$ cat src/rtl/mux_8_1_pkg.sv
// Shared constants, types and helpers for the round-robin-arbitrated 8:1 mux.
package mux_8_1_pkg;

  localparam int NUM_REQ = 8;
  localparam int SEL_W   = 3;

  typedef enum logic {IDLE = 1'b0, GRANT = 1'b1} arb_state_t;
  typedef logic [SEL_W-1:0] sel_t;

  function automatic logic [NUM_REQ-1:0] onehot(input sel_t idx);
    logic [NUM_REQ-1:0] vec;
    vec      = {NUM_REQ{1'b0}};
    vec[idx] = 1'b1;
    return vec;
  endfunction

endpackage

$ cat src/rtl/mux_8_1_rr_picker.sv
// Combinational rotating-priority encoder: first set request at or above ptr wins,
// wrapping from requester 7 back to requester 0.
module mux_8_1_rr_picker
  import mux_8_1_pkg::*;
(
  input  logic [NUM_REQ-1:0] req,
  input  sel_t               ptr,
  output logic               any,
  output sel_t               win
);

  // Scan from the farthest offset back toward ptr so the nearest set bit is written last.
  always_comb begin
    sel_t idx_s;
    any   = |req;
    win   = ptr;
    idx_s = ptr;
    for (int i = NUM_REQ - 1; i >= 0; i--) begin
      idx_s = ptr + sel_t'(i);
      if (req[idx_s]) begin
        win = idx_s;
      end else begin
        win = win;
      end
    end
  end

endmodule

$ cat src/rtl/mux_8_1_rr_arbiter.sv
// Round-robin arbiter sharing one 8:1 bit mux between 8 requesters; grant, selects
// and the sampled data bit are all registered.
module mux_8_1_rr_arbiter #(
  parameter int NUM_REQ  = 8,
  parameter int MAX_HOLD = 4
) (
  input  logic               clk,
  input  logic               rst_n,
  input  logic [NUM_REQ-1:0] req,
  input  logic [NUM_REQ-1:0] D,
  output logic [NUM_REQ-1:0] grant,
  output logic               S0,
  output logic               S1,
  output logic               S2,
  output logic               out,
  output logic               out_valid
);
  import mux_8_1_pkg::*;

  localparam logic [7:0] HOLD_LAST = 8'(MAX_HOLD - 1);

  arb_state_t         state_r, state_nxt_s;
  logic [NUM_REQ-1:0] grant_r, grant_nxt_s;
  sel_t               sel_r, sel_nxt_s;
  sel_t               ptr_r, ptr_nxt_s;
  logic [7:0]         hold_cnt_r, hold_cnt_nxt_s;
  logic               out_r, out_nxt_s;
  logic               out_valid_r, out_valid_nxt_s;

  sel_t       sel_inc_s, pick_ptr_s, win_s;
  logic       any_s, release_s;
  logic [7:0] hold_inc_s;

  // While granting, the picker already looks from sel+1 so a release re-arbitrates
  // in the same cycle against the pointer it is about to load.
  assign sel_inc_s  = sel_r + 3'd1;
  assign pick_ptr_s = (state_r == GRANT) ? sel_inc_s : ptr_r;
  assign hold_inc_s = (hold_cnt_r == 8'hFF) ? 8'hFF : hold_cnt_r + 8'd1;
  assign release_s  = (state_r == GRANT) && (!req[sel_r] || (hold_cnt_r == HOLD_LAST));

  mux_8_1_rr_picker u_picker (
    .req (req),
    .ptr (pick_ptr_s),
    .any (any_s),
    .win (win_s)
  );

  // Next-state, grant, counters and output sample.
  always_comb begin
    state_nxt_s     = state_r;
    grant_nxt_s     = grant_r;
    sel_nxt_s       = sel_r;
    ptr_nxt_s       = ptr_r;
    hold_cnt_nxt_s  = hold_cnt_r;
    out_nxt_s       = out_r;
    out_valid_nxt_s = out_valid_r;
    case (state_r)
      IDLE: begin
        out_valid_nxt_s = 1'b0;
        if (any_s) begin
          state_nxt_s    = GRANT;
          grant_nxt_s    = onehot(win_s);
          sel_nxt_s      = win_s;
          hold_cnt_nxt_s = 8'd0;
        end else begin
          grant_nxt_s = {NUM_REQ{1'b0}};
        end
      end
      GRANT: begin
        out_nxt_s       = D[sel_r];
        out_valid_nxt_s = 1'b1;
        hold_cnt_nxt_s  = hold_inc_s;
        if (release_s) begin
          ptr_nxt_s = sel_inc_s;
          if (any_s) begin
            grant_nxt_s    = onehot(win_s);
            sel_nxt_s      = win_s;
            hold_cnt_nxt_s = 8'd0;
          end else begin
            state_nxt_s    = IDLE;
            grant_nxt_s    = {NUM_REQ{1'b0}};
            hold_cnt_nxt_s = 8'd0;
          end
        end else begin
          ptr_nxt_s = ptr_r;
        end
      end
      default: begin
        state_nxt_s     = IDLE;
        grant_nxt_s     = {NUM_REQ{1'b0}};
        out_valid_nxt_s = 1'b0;
      end
    endcase
  end

  // State and datapath registers with asynchronous clear.
  always_ff @(posedge clk or negedge rst_n) begin
    if (!rst_n) begin
      state_r     <= IDLE;
      grant_r     <= {NUM_REQ{1'b0}};
      sel_r       <= 3'd0;
      ptr_r       <= 3'd0;
      hold_cnt_r  <= 8'd0;
      out_r       <= 1'b0;
      out_valid_r <= 1'b0;
    end else begin
      state_r     <= state_nxt_s;
      grant_r     <= grant_nxt_s;
      sel_r       <= sel_nxt_s;
      ptr_r       <= ptr_nxt_s;
      hold_cnt_r  <= hold_cnt_nxt_s;
      out_r       <= out_nxt_s;
      out_valid_r <= out_valid_nxt_s;
    end
  end

  assign grant     = grant_r;
  assign S0        = sel_r[0];
  assign S1        = sel_r[1];
  assign S2        = sel_r[2];
  assign out       = out_r;
  assign out_valid = out_valid_r;

endmodule

$ cat config.mk
export PLATFORM = sky130hd
export DESIGN_NAME = mux_8_1_rr_arbiter
export DESIGN_NICKNAME = d
export VERILOG_FILES = /design/src/rtl/mux_8_1_pkg.sv /design/src/rtl/mux_8_1_rr_picker.sv /design/src/rtl/mux_8_1_rr_arbiter.sv
export SDC_FILE = /design/constraint.sdc
export NUM_CORES = 1
export LEC_CHECK = 0
export ABC_CLOCK_PERIOD_IN_PS = 4800
export BUFFER_PORTS_ARGS = -buffer_cell sky130_fd_sc_hd__buf_4
export CAP_MARGIN = 15
export CORE_MARGIN = 8
export CORE_UTILIZATION = 58
export CTS_CLUSTER_SIZE = 24
export DETAILED_ROUTE_END_ITERATION = 8
export HOLD_SLACK_MARGIN = 0.06
export PLACE_DENSITY = 0.81
export SLEW_MARGIN = 10
export SYNTH_ARGS = -nofsm -noshare
export SYNTH_HDL_FRONTEND = slang
export SYNTH_SLANG_ARGS = --single-unit
$ cat constraint.sdc
create_clock -name clk -period 4.8 [get_ports clk]
set_clock_uncertainty 0.05 [all_clocks]
set_input_delay 0.72 -clock clk [delete_from_list [all_inputs] [get_ports clk]]
set_output_delay 0.72 -clock clk [all_outputs]
set_load 0.05 [all_outputs]
==> flow_metrics.env, run 1 <==
export IMPL_max_cap_violations=0
export IMPL_clk_pin_slew_ns=0.09
export IMPL_critical_path_max_fanout=15
export IMPL_start_kind="register"
export IMPL_reg2reg_to="grant[7]$_DFFE_PN0N_"
export IMPL_drc=0
export IMPL_synth_area_leaders="dfrtp_1 29%, mux2i_1 11%, mux4_2 6.3%, o21ai_0 5.4%, nand2_1 4.4%"
export IMPL_rsz0062_at_grt="false"
export IMPL_overflow=0
export IMPL_syn2layout_area_growth_pct=13.94
export IMPL_grt_pass1_vias=1873
export IMPL_synth_nets=261
export IMPL_rows=22
export IMPL_dp_cells=309
export IMPL_drtIter0Drc=152
export IMPL_num_vias=1987
export IMPL_postRouteAntennaNets=0
export IMPL_r2r_start="state_r$_DFF_PN0_"
export IMPL_fp_dieArea_um2=5899
export IMPL_grt_max_degree=26
export IMPL_clock_path_buffers=2
export IMPL_cts_resized=0
export IMPL_coreArea_um2=3606
export IMPL_htreeDepth=1
export IMPL_r2r_slack_ns=0.86
export IMPL_synthDistinctLibCells=53
export IMPL_die_x_um=76.81
export IMPL_relSlewSlack_pct=50.18
export IMPL_die_h_um=76.81
export IMPL_ctsHoldBuffers=0
export IMPL_drive_gt1_share_pct=21.89
export IMPL_hold_viol_final=0
export IMPL_drt_pass1_iterations=5
export IMPL_syn_area_um2=2145
export IMPL_ff_latch_area_um2=625.6
export IMPL_viasPerCell=6.348
export IMPL_totalWireLength_um=5359
export IMPL_busiest_layer="met2"
export IMPL_fill_cells=302
export IMPL_fmax_mhz=253.8
export IMPL_yosys_area_top_type_share_pct=29.17
export IMPL_period_needed_ns=3.940
export IMPL_use_met3_pct=2.564
export IMPL_nNetsFinal=287
export IMPL_finalCritPeriodShare_pct=82.08
export IMPL_clock_sinks=25
export IMPL_stdcell_count=313
export IMPL_avgSynthCellArea_um2=8.936
export IMPL_antenna_found_initial=0
export IMPL_syn_instance_count=240
export IMPL_tns_ns=0
export IMPL_wl_per_cell_um=17.12
export IMPL_finalMaxSlewViolations=0
export IMPL_multi_input_area_um2=1446
export IMPL_post_dp_hpwl_um=4048
export IMPL_setup_viol=0
export IMPL_synth_warnings=0
export IMPL_min_path_type="in2async"
export IMPL_io_pin_count=31
export IMPL_endpoint_kind="register"
export IMPL_postCtsSetupRepairBufs=0
export IMPL_ys_seq_area_share_pct=29.17
export IMPL_start_util_pct=59.47
export IMPL_grt_pass1_wl_um=9032
export IMPL_n_antenna_cell=0
export IMPL_worst_pin_slew_ns=0.7474
export IMPL_r2r_cells=12
export IMPL_place_congestion=0.9419
export IMPL_use_met2_pct=29.74
export IMPL_cts_tree="yes"
export IMPL_cts_root_buf="clkbuf_8"
export IMPL_numCtsBuffers=3
export IMPL_status="finished, final reports clean"
export IMPL_crit_type="reg2reg"
export IMPL_clk_latency_ns=0.27
export IMPL_crit_required_ns=4.95
export IMPL_grtUsageMet1_pct=23.76
export IMPL_grt_usage_pct=17.91
export IMPL_ys_ff_latch=25
export IMPL_port_buffers=30
export IMPL_synth_top_cell_by_area="dfrtp_1"
export IMPL_cp_arrival_ns=4.09
critical path: stages, from the launching register on:
cell	delay, ns
dfrtp_1	0.63
and2b_1	0.29
nor2_2	0.10
buf_4	0.22
inv_1	0.25
ha_1	0.44
mux4_2	0.39
o41a_1	0.39
o2111a_1	0.24
a221oi_1	0.29
o21ai_0	0.18
or2_1	0.25
o21ai_1	0.13
metrics by stage:
step / area (µm²) / hold slack (ns) / setup WS (ns) / util [%]
6_report: 2444 / 0.2894 / 0.8601 / 67.77
5_1_grt: 2444 / 0.3008 / 0.5875 / 67.77
4_1_cts: 2444 / 0.2985 / 0.9185 / 67.77
3_5_place_dp: 2395 / 0.4230 / 0.9502 / 66.41
3_3_place_gp: 2395 / 0.4157 / 1.036 / 66.41
2_1_floorplan: 2145 / 0.3744 / 0.9188 / -
worst max-delay path by stage:
stage | from | endpoint | cells after the start
2_1_floorplan | sel_r[1]$_DFFE_PN0P_ | grant[6]$_DFFE_PN0N_ | 12
6_report | state_r$_DFF_PN0_ | grant[7]$_DFFE_PN0N_ | 12
5_1_grt | state_r$_DFF_PN0_ | grant[6]$_DFFE_PN0N_ | 12
4_1_cts | state_r$_DFF_PN0_ | grant[7]$_DFFE_PN0N_ | 12
3_5_place_dp | state_r$_DFF_PN0_ | grant[7]$_DFFE_PN0N_ | 12
3_3_place_gp | state_r$_DFF_PN0_ | grant[6]$_DFFE_PN0N_ | 12
logic make-up after synthesis:
group,Yosys count,synth area share (%)
and+or+nand+nor,79,18.50
AOI/OAI and AO/OA,72,23.10
muxes,37,21.24
DFF,25,29.17
buffers and inverters,17,3.384
xor gates and xnor gates,7,2.859
adders and majority gates,3,1.750
cells in the mapped netlist, drive strengths merged:
| master | instances |
|---|---|
| dfrtp | 25 |
| nand2 | 25 |
| o21ai | 25 |
| mux2i | 23 |
| nor2 | 15 |
| a21oi | 12 |
| mux2 | 8 |
| nand2b | 7 |
| nand3 | 7 |
| xnor2 | 7 |
| clkbuf | 6 |
| inv | 6 |
| mux4 | 6 |
| nor3 | 6 |
| and3 | 5 |
| buf | 5 |
| a22o | 4 |
| a21o | 3 |
| and2 | 3 |
| ha | 3 |
| nor4 | 3 |
| o211ai | 3 |
| o31ai | 3 |
| or2 | 3 |
| a211oi | 2 |
| a21boi | 2 |
| a221oi | 2 |
| a22oi | 2 |
| a31oi | 2 |
| a41oi | 2 |
| nand4 | 2 |
| o2111ai | 2 |
| a2111o | 1 |
| a221o | 1 |
| a2bb2o | 1 |
| and2b | 1 |
| and4 | 1 |
| nor2b | 1 |
| o2111a | 1 |
| o221a | 1 |
| o22a | 1 |
| o22ai | 1 |
| o41a | 1 |
registers in the layout, indices dropped and copies added (netlist names):
name,count
out,1
grant,8
ptr_r,3
sel_r,3
hold_cnt_r,8
state_r,1
out_valid,1
per-layer routing:
metal	up-vias	routed length [µm]
met1	964	2392
met2	64	2627
met4	0	36
met3	2	302
li1	957	-
met5	-	0
final cells by class:
type	instances	share of cell area [%]
sequential	25	25.60
tap	48	2.458
clock buffer	3	1.690
timing repair buffer	32	9.831
inverter	6	0.9217
multi-input combinational	198	59.19
clock inverter	1	0.3072
cell usage in the layout (no fill, tap or decap), drive strengths merged, types with 3 or more instances in the layout:
master  count
buf        32
nand2      25
dfrtp      25
o21ai      25
mux2i      23
nor2       15
a21oi      12
mux2        8
xnor2       7
nand2b      7
nand3       7
mux4        6
inv         6
nor3        6
and3        5
a22o        4
nor4        3
a21o        3
o211ai      3
and2        3
ha          3
clkbuf      3
o31ai       3
or2         3
Power of run 1 is not shown: default switching activity piles up to over one toggle a cycle in this logic, so the estimate is an artifact.
==> run 2, diff against run 1 <==
--- a/config.mk
+++ b/config.mk
@@ -5,7 +5,8 @@
 export SDC_FILE = /design/constraint.sdc
 export NUM_CORES = 1
 export LEC_CHECK = 0
-export ABC_CLOCK_PERIOD_IN_PS = 4800
+export ABC_AREA = 1
+export ABC_CLOCK_PERIOD_IN_PS = 4019
 export BUFFER_PORTS_ARGS = -buffer_cell sky130_fd_sc_hd__buf_4
 export CAP_MARGIN = 15
 export CORE_MARGIN = 8
==> constraint.sdc (replaced) <==
create_clock -name clk -period 4.02 [get_ports clk]
set_clock_uncertainty 0.05 [all_clocks]
set_input_delay 0.603 -clock clk [delete_from_list [all_inputs] [get_ports clk]]
set_output_delay 0.603 -clock clk [all_outputs]
set_load 0.05 [all_outputs]
==> run 2 against run 1 <==
Non-clock buffer count fell by 1. Critical path depth is 8 higher. Cell count increased by 34%. Global-route usage rose by 1.1 points. Synthesized cell count up 42%. Sequential cell count unchanged. Area after synthesis rose by 0.29%. Register-to-register slack improved by 0.08 ns. Sequential share of layout area decreased by 0.052 points. First-iteration DRC count down 2.6%. Setup slack better by 0.079 ns. Hold slack worse by 0.12 ns.
==> flow_metrics.env, run 2 <==
export IMPL_status="finished, final reports clean"
export IMPL_setup_viol=0
export IMPL_synth_edf_count=0
export IMPL_drc=0
export IMPL_die_x_um=76.90
export IMPL_max_stage_delay_ns=0.67
export IMPL_cts_root_buf="clkbuf_8"
export IMPL_async_flop_share_pct=100.0
export IMPL_ys_top_cells_by_count="134 x nand2_1, 38 x inv_1, 32 x nand3_1, 25 x dfrtp_1, 17 x o21ai_0"
export IMPL_tns_ns=0
export IMPL_avgSynthCellArea_um2=6.307
export IMPL_finalCritPeriodShare_pct=76.65
export IMPL_post_dp_hpwl_um=4270
export IMPL_drive_gt1_share_pct=18.65
export IMPL_worst_slack_ns=0.9387
export IMPL_grt_max_degree=26
export IMPL_crit_type="reg2reg"
export IMPL_num_vias=2225
export IMPL_nNetsFinal=392
export IMPL_postRouteAntennaNets=0
export IMPL_viasPerCell=5.323
export IMPL_finalMaxSlewViolations=0
export IMPL_min_path_type="in2async"
export IMPL_synth_nets=362
export IMPL_wl_met1_um=2572
export IMPL_postCtsSetupRepairBufs=0
export IMPL_n_antenna_cell=0
export IMPL_syn_area_um2=2151
export IMPL_numCtsBuffers=3
export IMPL_crit_buf_inv=2
export IMPL_overflow=0
export IMPL_drtIter0Drc=148
export IMPL_cpMaxStageDelayCell="dfrtp_1"
export IMPL_layout_commonest_cell="nand2_1"
export IMPL_max_cap_violations=0
export IMPL_fmax_mhz=324.5
export IMPL_period_needed_ns=3.081
export IMPL_path_common_cell="nand2_1"
export IMPL_cts_resized=0
export IMPL_io_pin_count=31
export IMPL_clk_latency_ns=0.27
export IMPL_synth_top_cell_by_area="dfrtp_1"
export IMPL_ys_flop_type="dfrtp_1"
export IMPL_grt_usage_pct=19.06
export IMPL_htreeDepth=1
export IMPL_rsz0062_at_grt="false"
export IMPL_relSlewSlack_pct=62.15
export IMPL_antenna_found_initial=0
export IMPL_port_buffers=30
export IMPL_endpoint_kind="register"
export IMPL_synth_area_leaders="dfrtp_1 29%, nand2_1 23%, nand3_1 7.4%, inv_1 6.6%, nand2_2 4.4%"
export IMPL_hold_viol_final=0
export IMPL_syn_instance_count=341
export IMPL_mostFrequentLayoutCells="134 x nand2_1, 38 x inv_1, 32 x nand3_1"
export IMPL_synth_warnings=0
export IMPL_fp_dieArea_um2=5913
export IMPL_top_layer="met4"
export IMPL_ctsHoldBuffers=0
export IMPL_critPathTopFamily="simple AND/OR/NAND/NOR gates"
export IMPL_clock_path_buffers=2
export IMPL_ys_seq_area_share_pct=29.09
export IMPL_crit_chain="ha_1 > nand2_1 > nand2_2 > ha_1 > inv_1 > nand2_1 > nand2_1 > nand2_1 > nand2_1 > inv_2 > nand2_1 > nand2_1 > nand2_1 > nand2_1 > nand2_2 > nand2_1 > nand2_2 > a21oi_2 > nand3_1 > nand2_1"
export IMPL_synthDistinctLibCells=37
export IMPL_rows=22
export IMPL_wl_per_cell_um=13.06
export IMPL_yosys_area_top_type_share_pct=29.09
export IMPL_cts_tree="yes"
export IMPL_syn2layout_area_growth_pct=13.85
export IMPL_die_h_um=76.90
export IMPL_pre_cts_ws_ns=0.9882
export IMPL_worst_pin_slew_ns=0.5678
export IMPL_coreArea_um2=3606
export IMPL_grt_pass1_wl_um=9639
export IMPL_r2r_slack_ns=0.94
export IMPL_critical_path_max_fanout=17
export IMPL_cp_arrival_ns=3.25
export IMPL_totalWireLength_um=5459
export IMPL_drt_pass1_iterations=4
export IMPL_place_congestion=0.9162
export IMPL_routed_wl_met3_um=207
export IMPL_yosysMostFrequentCell="nand2_1"
export IMPL_crit_required_ns=4.19
export IMPL_start_util_pct=59.65
export IMPL_wl_met2_um=2642
export IMPL_grt_pass1_vias=2133
export IMPL_ys_ff_latch=25
export IMPL_clock_sinks=25
export IMPL_clk_pin_slew_ns=0.09
export IMPL_start_kind="register"
-- run 2: cell types whose count changed after synthesis, sizes merged, moves of 7 or more --
cell / change
xnor2: -7
mux2i: -21
nand2b: -7
inv: +39
nand3: +27
mux2: -8
o22ai: +7
nand2: +128
-- run 2: area by class of cell --
type                            instances  area [µm²]
Fill cell                             349        1157
Inverter                               46       180.2
Sequential cell                        25       625.6
Multi-Input combinational cell        264        1301
Tap cell                               48       60.06
Timing Repair Buffer                   31       232.7
Clock buffer                            3       41.29
Clock inverter                          1       7.507
-- run 2: kinds of logic (layout without fill, tap and decap cells) --
kind of cell | Yosys count | in the layout | synth area share [%]
AND/OR/NAND/NOR | 210 | 210 | 44.27
buffers and inverters | 52 | 81 | 10.41
AO/OA/AOI/OAI | 49 | 49 | 13.55
flip-flops | 25 | 25 | 29.09
adder cells (fa/ha/maj) | 3 | 3 | 1.745
multiplexers | 2 | 2 | 0.9308
-- run 2: routing by layer --
layer	vias to the layer above	GRT usage, %
li1	1152	-
met4	0	5.000
met1	1022	24.31
met5	-	0
met2	47	32.37
met3	4	2.914
-- run 2: path summary, 6_finish.rpt --
check                                          start                   endpoint  cells after the start
worst max register to register  sel_r[0]$_DFFE_PN0P_       grant[3]$_DFFE_PN0N_                     20
min in group clk                grant[7]$_DFFE_PN0N_       grant[7]$_DFFE_PN0N_                      2
max in group asynchronous                      rst_n       ptr_r[2]$_DFFE_PN0P_                      1
worst min register to register  grant[7]$_DFFE_PN0N_       grant[7]$_DFFE_PN0N_                      2
worst min-delay path                           rst_n  hold_cnt_r[7]$_DFFE_PN0P_                      1
worst max-delay path            sel_r[0]$_DFFE_PN0P_       grant[3]$_DFFE_PN0N_                     20
-- run 2: through the flow --
step                std cells  hold WS, ns  utilization (%)  area, µm²
floorplan                 341       0.2574                -       2151
global placement          414       0.4186            66.55       2400
detailed placement        414       0.4172            66.55       2400
CTS                       418       0.1711            67.90       2449
global route              418       0.1804            67.90       2449
finish                    418       0.1742            67.90       2449
Power of run 2 is left out for the same reason.
==> run 3, diff against run 2 <==
--- a/config.mk
+++ b/config.mk
@@ -6,7 +6,7 @@
 export NUM_CORES = 1
 export LEC_CHECK = 0
 export ABC_AREA = 1
-export ABC_CLOCK_PERIOD_IN_PS = 4019
+export ABC_CLOCK_PERIOD_IN_PS = 3160
 export BUFFER_PORTS_ARGS = -buffer_cell sky130_fd_sc_hd__buf_4
 export CAP_MARGIN = 15
 export CORE_MARGIN = 8
==> constraint.sdc (replaced) <==
create_clock -name clk -period 3.16 [get_ports clk]
set_clock_uncertainty 0.05 [all_clocks]
set_input_delay 0.474 -clock clk [delete_from_list [all_inputs] [get_ports clk]]
set_output_delay 0.474 -clock clk [all_outputs]
set_load 0.05 [all_outputs]
==> run 3 against run 2 <==
First-iteration DRC count fell by 4.7%. Die area did not move. Sequential share of layout area fell by 0.22 points. Clock-buffer cell count rose by 1. Design area rose by 0.87%. Non-clock buffer count rose by 3. Maximum frequency rose by 9.1%.
==> flow_metrics.env, run 3 (synthesis results as in run 2) <==
export IMPL_status="finished, final reports clean"
export IMPL_totalWireLength_um=5463
export IMPL_postRouteAntennaNets=0
export IMPL_postCtsSetupRepairBufs=0
export IMPL_cts_tree="yes"
export IMPL_overflow=0
export IMPL_die_x_um=76.90
export IMPL_use_met3_pct=3.380
export IMPL_htreeDepth=1
export IMPL_dpl_cell_area_um2=2415
export IMPL_drt_pass1_iterations=6
export IMPL_clk_pin_slew_ns=0.09
export IMPL_rsz0062_at_grt="false"
export IMPL_clock_path_buffers=2
export IMPL_relSlewSlack_pct=64.96
export IMPL_ctsHoldBuffers=1
export IMPL_grt_usage_pct=19.15
export IMPL_n_antenna_cell=0
export IMPL_finalMaxSlewViolations=0
export IMPL_finalCritPeriodShare_pct=89.38
export IMPL_period_needed_ns=2.824
export IMPL_syn2layout_area_growth_pct=14.83
export IMPL_port_buffers=30
export IMPL_cts_resized=0
export IMPL_clock_sinks=25
export IMPL_drive_gt1_share_pct=18.77
export IMPL_tns_ns=0
export IMPL_critical_path_max_fanout=11
export IMPL_io_pin_count=31
export IMPL_use_met2_pct=31.69
export IMPL_grtUsageMet1_pct=24.88
export IMPL_crit_required_ns=3.32
export IMPL_wl_per_cell_um=12.98
export IMPL_drtIter0Drc=141
export IMPL_start_kind="register"
export IMPL_worst_pin_slew_ns=0.5256
export IMPL_clk_latency_ns=0.27
export IMPL_rows=22
export IMPL_start_util_pct=59.65
export IMPL_cts_root_buf="clkbuf_8"
export IMPL_fp_dieArea_um2=5913
export IMPL_numCtsBuffers=3
export IMPL_grt_pass1_wl_um=9708
export IMPL_layout_commonest_cell="nand2_1"
export IMPL_place_congestion=0.9089
export IMPL_grt_max_degree=26
export IMPL_endpoint_kind="register"
export IMPL_num_vias=2197
export IMPL_cp_arrival_ns=2.98
export IMPL_min_path_type="in2reg"
export IMPL_max_cap_violations=0
export IMPL_crit_type="reg2reg"
export IMPL_post_dp_hpwl_um=4318
export IMPL_hold_viol_final=0
export IMPL_grt_pass1_vias=2179
export IMPL_viasPerCell=5.219
export IMPL_finalInstanceArea_um2=2470
export IMPL_fill_cells=350
export IMPL_coreArea_um2=3606
export IMPL_drc=0
export IMPL_die_h_um=76.90
export IMPL_setup_viol=0
export IMPL_mostFrequentLayoutCells="134 x nand2_1, 38 x inv_1, 33 x buf_4"
export IMPL_nNetsFinal=395
export IMPL_fmax_mhz=354.1
export IMPL_busiest_layer="met2"
export IMPL_antenna_found_initial=0
run 3: per-layer routing:
metal  up-vias  share of wire [%]
met2        71                 46
met3         7                6.7
met5         -                  0
met1       962                 46
met4         0                1.2
li1       1157                  -
run 3: worst max-delay path: stages (launching register included):
cell and delay (ns):
dfrtp_1 0.50, ha_1 0.38, nand2_1 0.09, nand2_2 0.12
ha_1 0.38, inv_1 0.07, nand2_1 0.07, nand2_1 0.07
nand2_1 0.08, nand2_1 0.08, inv_2 0.06, nand2_1 0.04
nand2_1 0.05, nand2_1 0.04, nand2_1 0.06, nand2_2 0.06
nand2_1 0.07, nand2_2 0.07, a21oi_2 0.22, nand3_1 0.11
nand2_1 0.07
run 3: final cells by class:
type,instances,area (µm²),share of cell area [%]
Timing Repair Buffer,34,257.7,10.44
Sequential cell,25,625.6,25.33
Inverter,46,180.2,7.295
Tap cell,48,60.06,2.432
Multi-Input combinational cell,264,1301,52.68
Clock buffer,4,45.04,1.824
run 3: stage by stage:
step / worst slack (ns) / hold WS, ns / instances / utilization, %
floorplan: 0.2614 / 0.1284 / 341 / -
global placement: 0.4255 / 0.3460 / 416 / 66.97
detailed placement: 0.4018 / 0.3461 / 416 / 66.97
CTS: 0.3709 / 0.4122 / 421 / 68.49
global route: 0.02047 / 0.4356 / 421 / 68.49
finish: 0.3356 / 0.4264 / 421 / 68.49
run 3: final timing paths:
kind                                            from                         to  slack (ns)  depth (start not counted)
worst min-delay path                          req[1]          state_r$_DFF_PN0_        0.43                          3
worst max register to register  sel_r[1]$_DFFE_PN0P_       grant[3]$_DFFE_PN0N_        0.34                         20
min in group asynchronous                      rst_n  hold_cnt_r[7]$_DFFE_PN0P_        0.58                          2
max in group asynchronous                      rst_n  hold_cnt_r[2]$_DFFE_PN0P_        2.22                          2
worst min register to register  grant[3]$_DFFE_PN0N_       grant[3]$_DFFE_PN0N_        0.44                          2
worst max-delay path            sel_r[1]$_DFFE_PN0P_       grant[3]$_DFFE_PN0N_        0.34                         20
Power of run 3 is left out for the same reason.
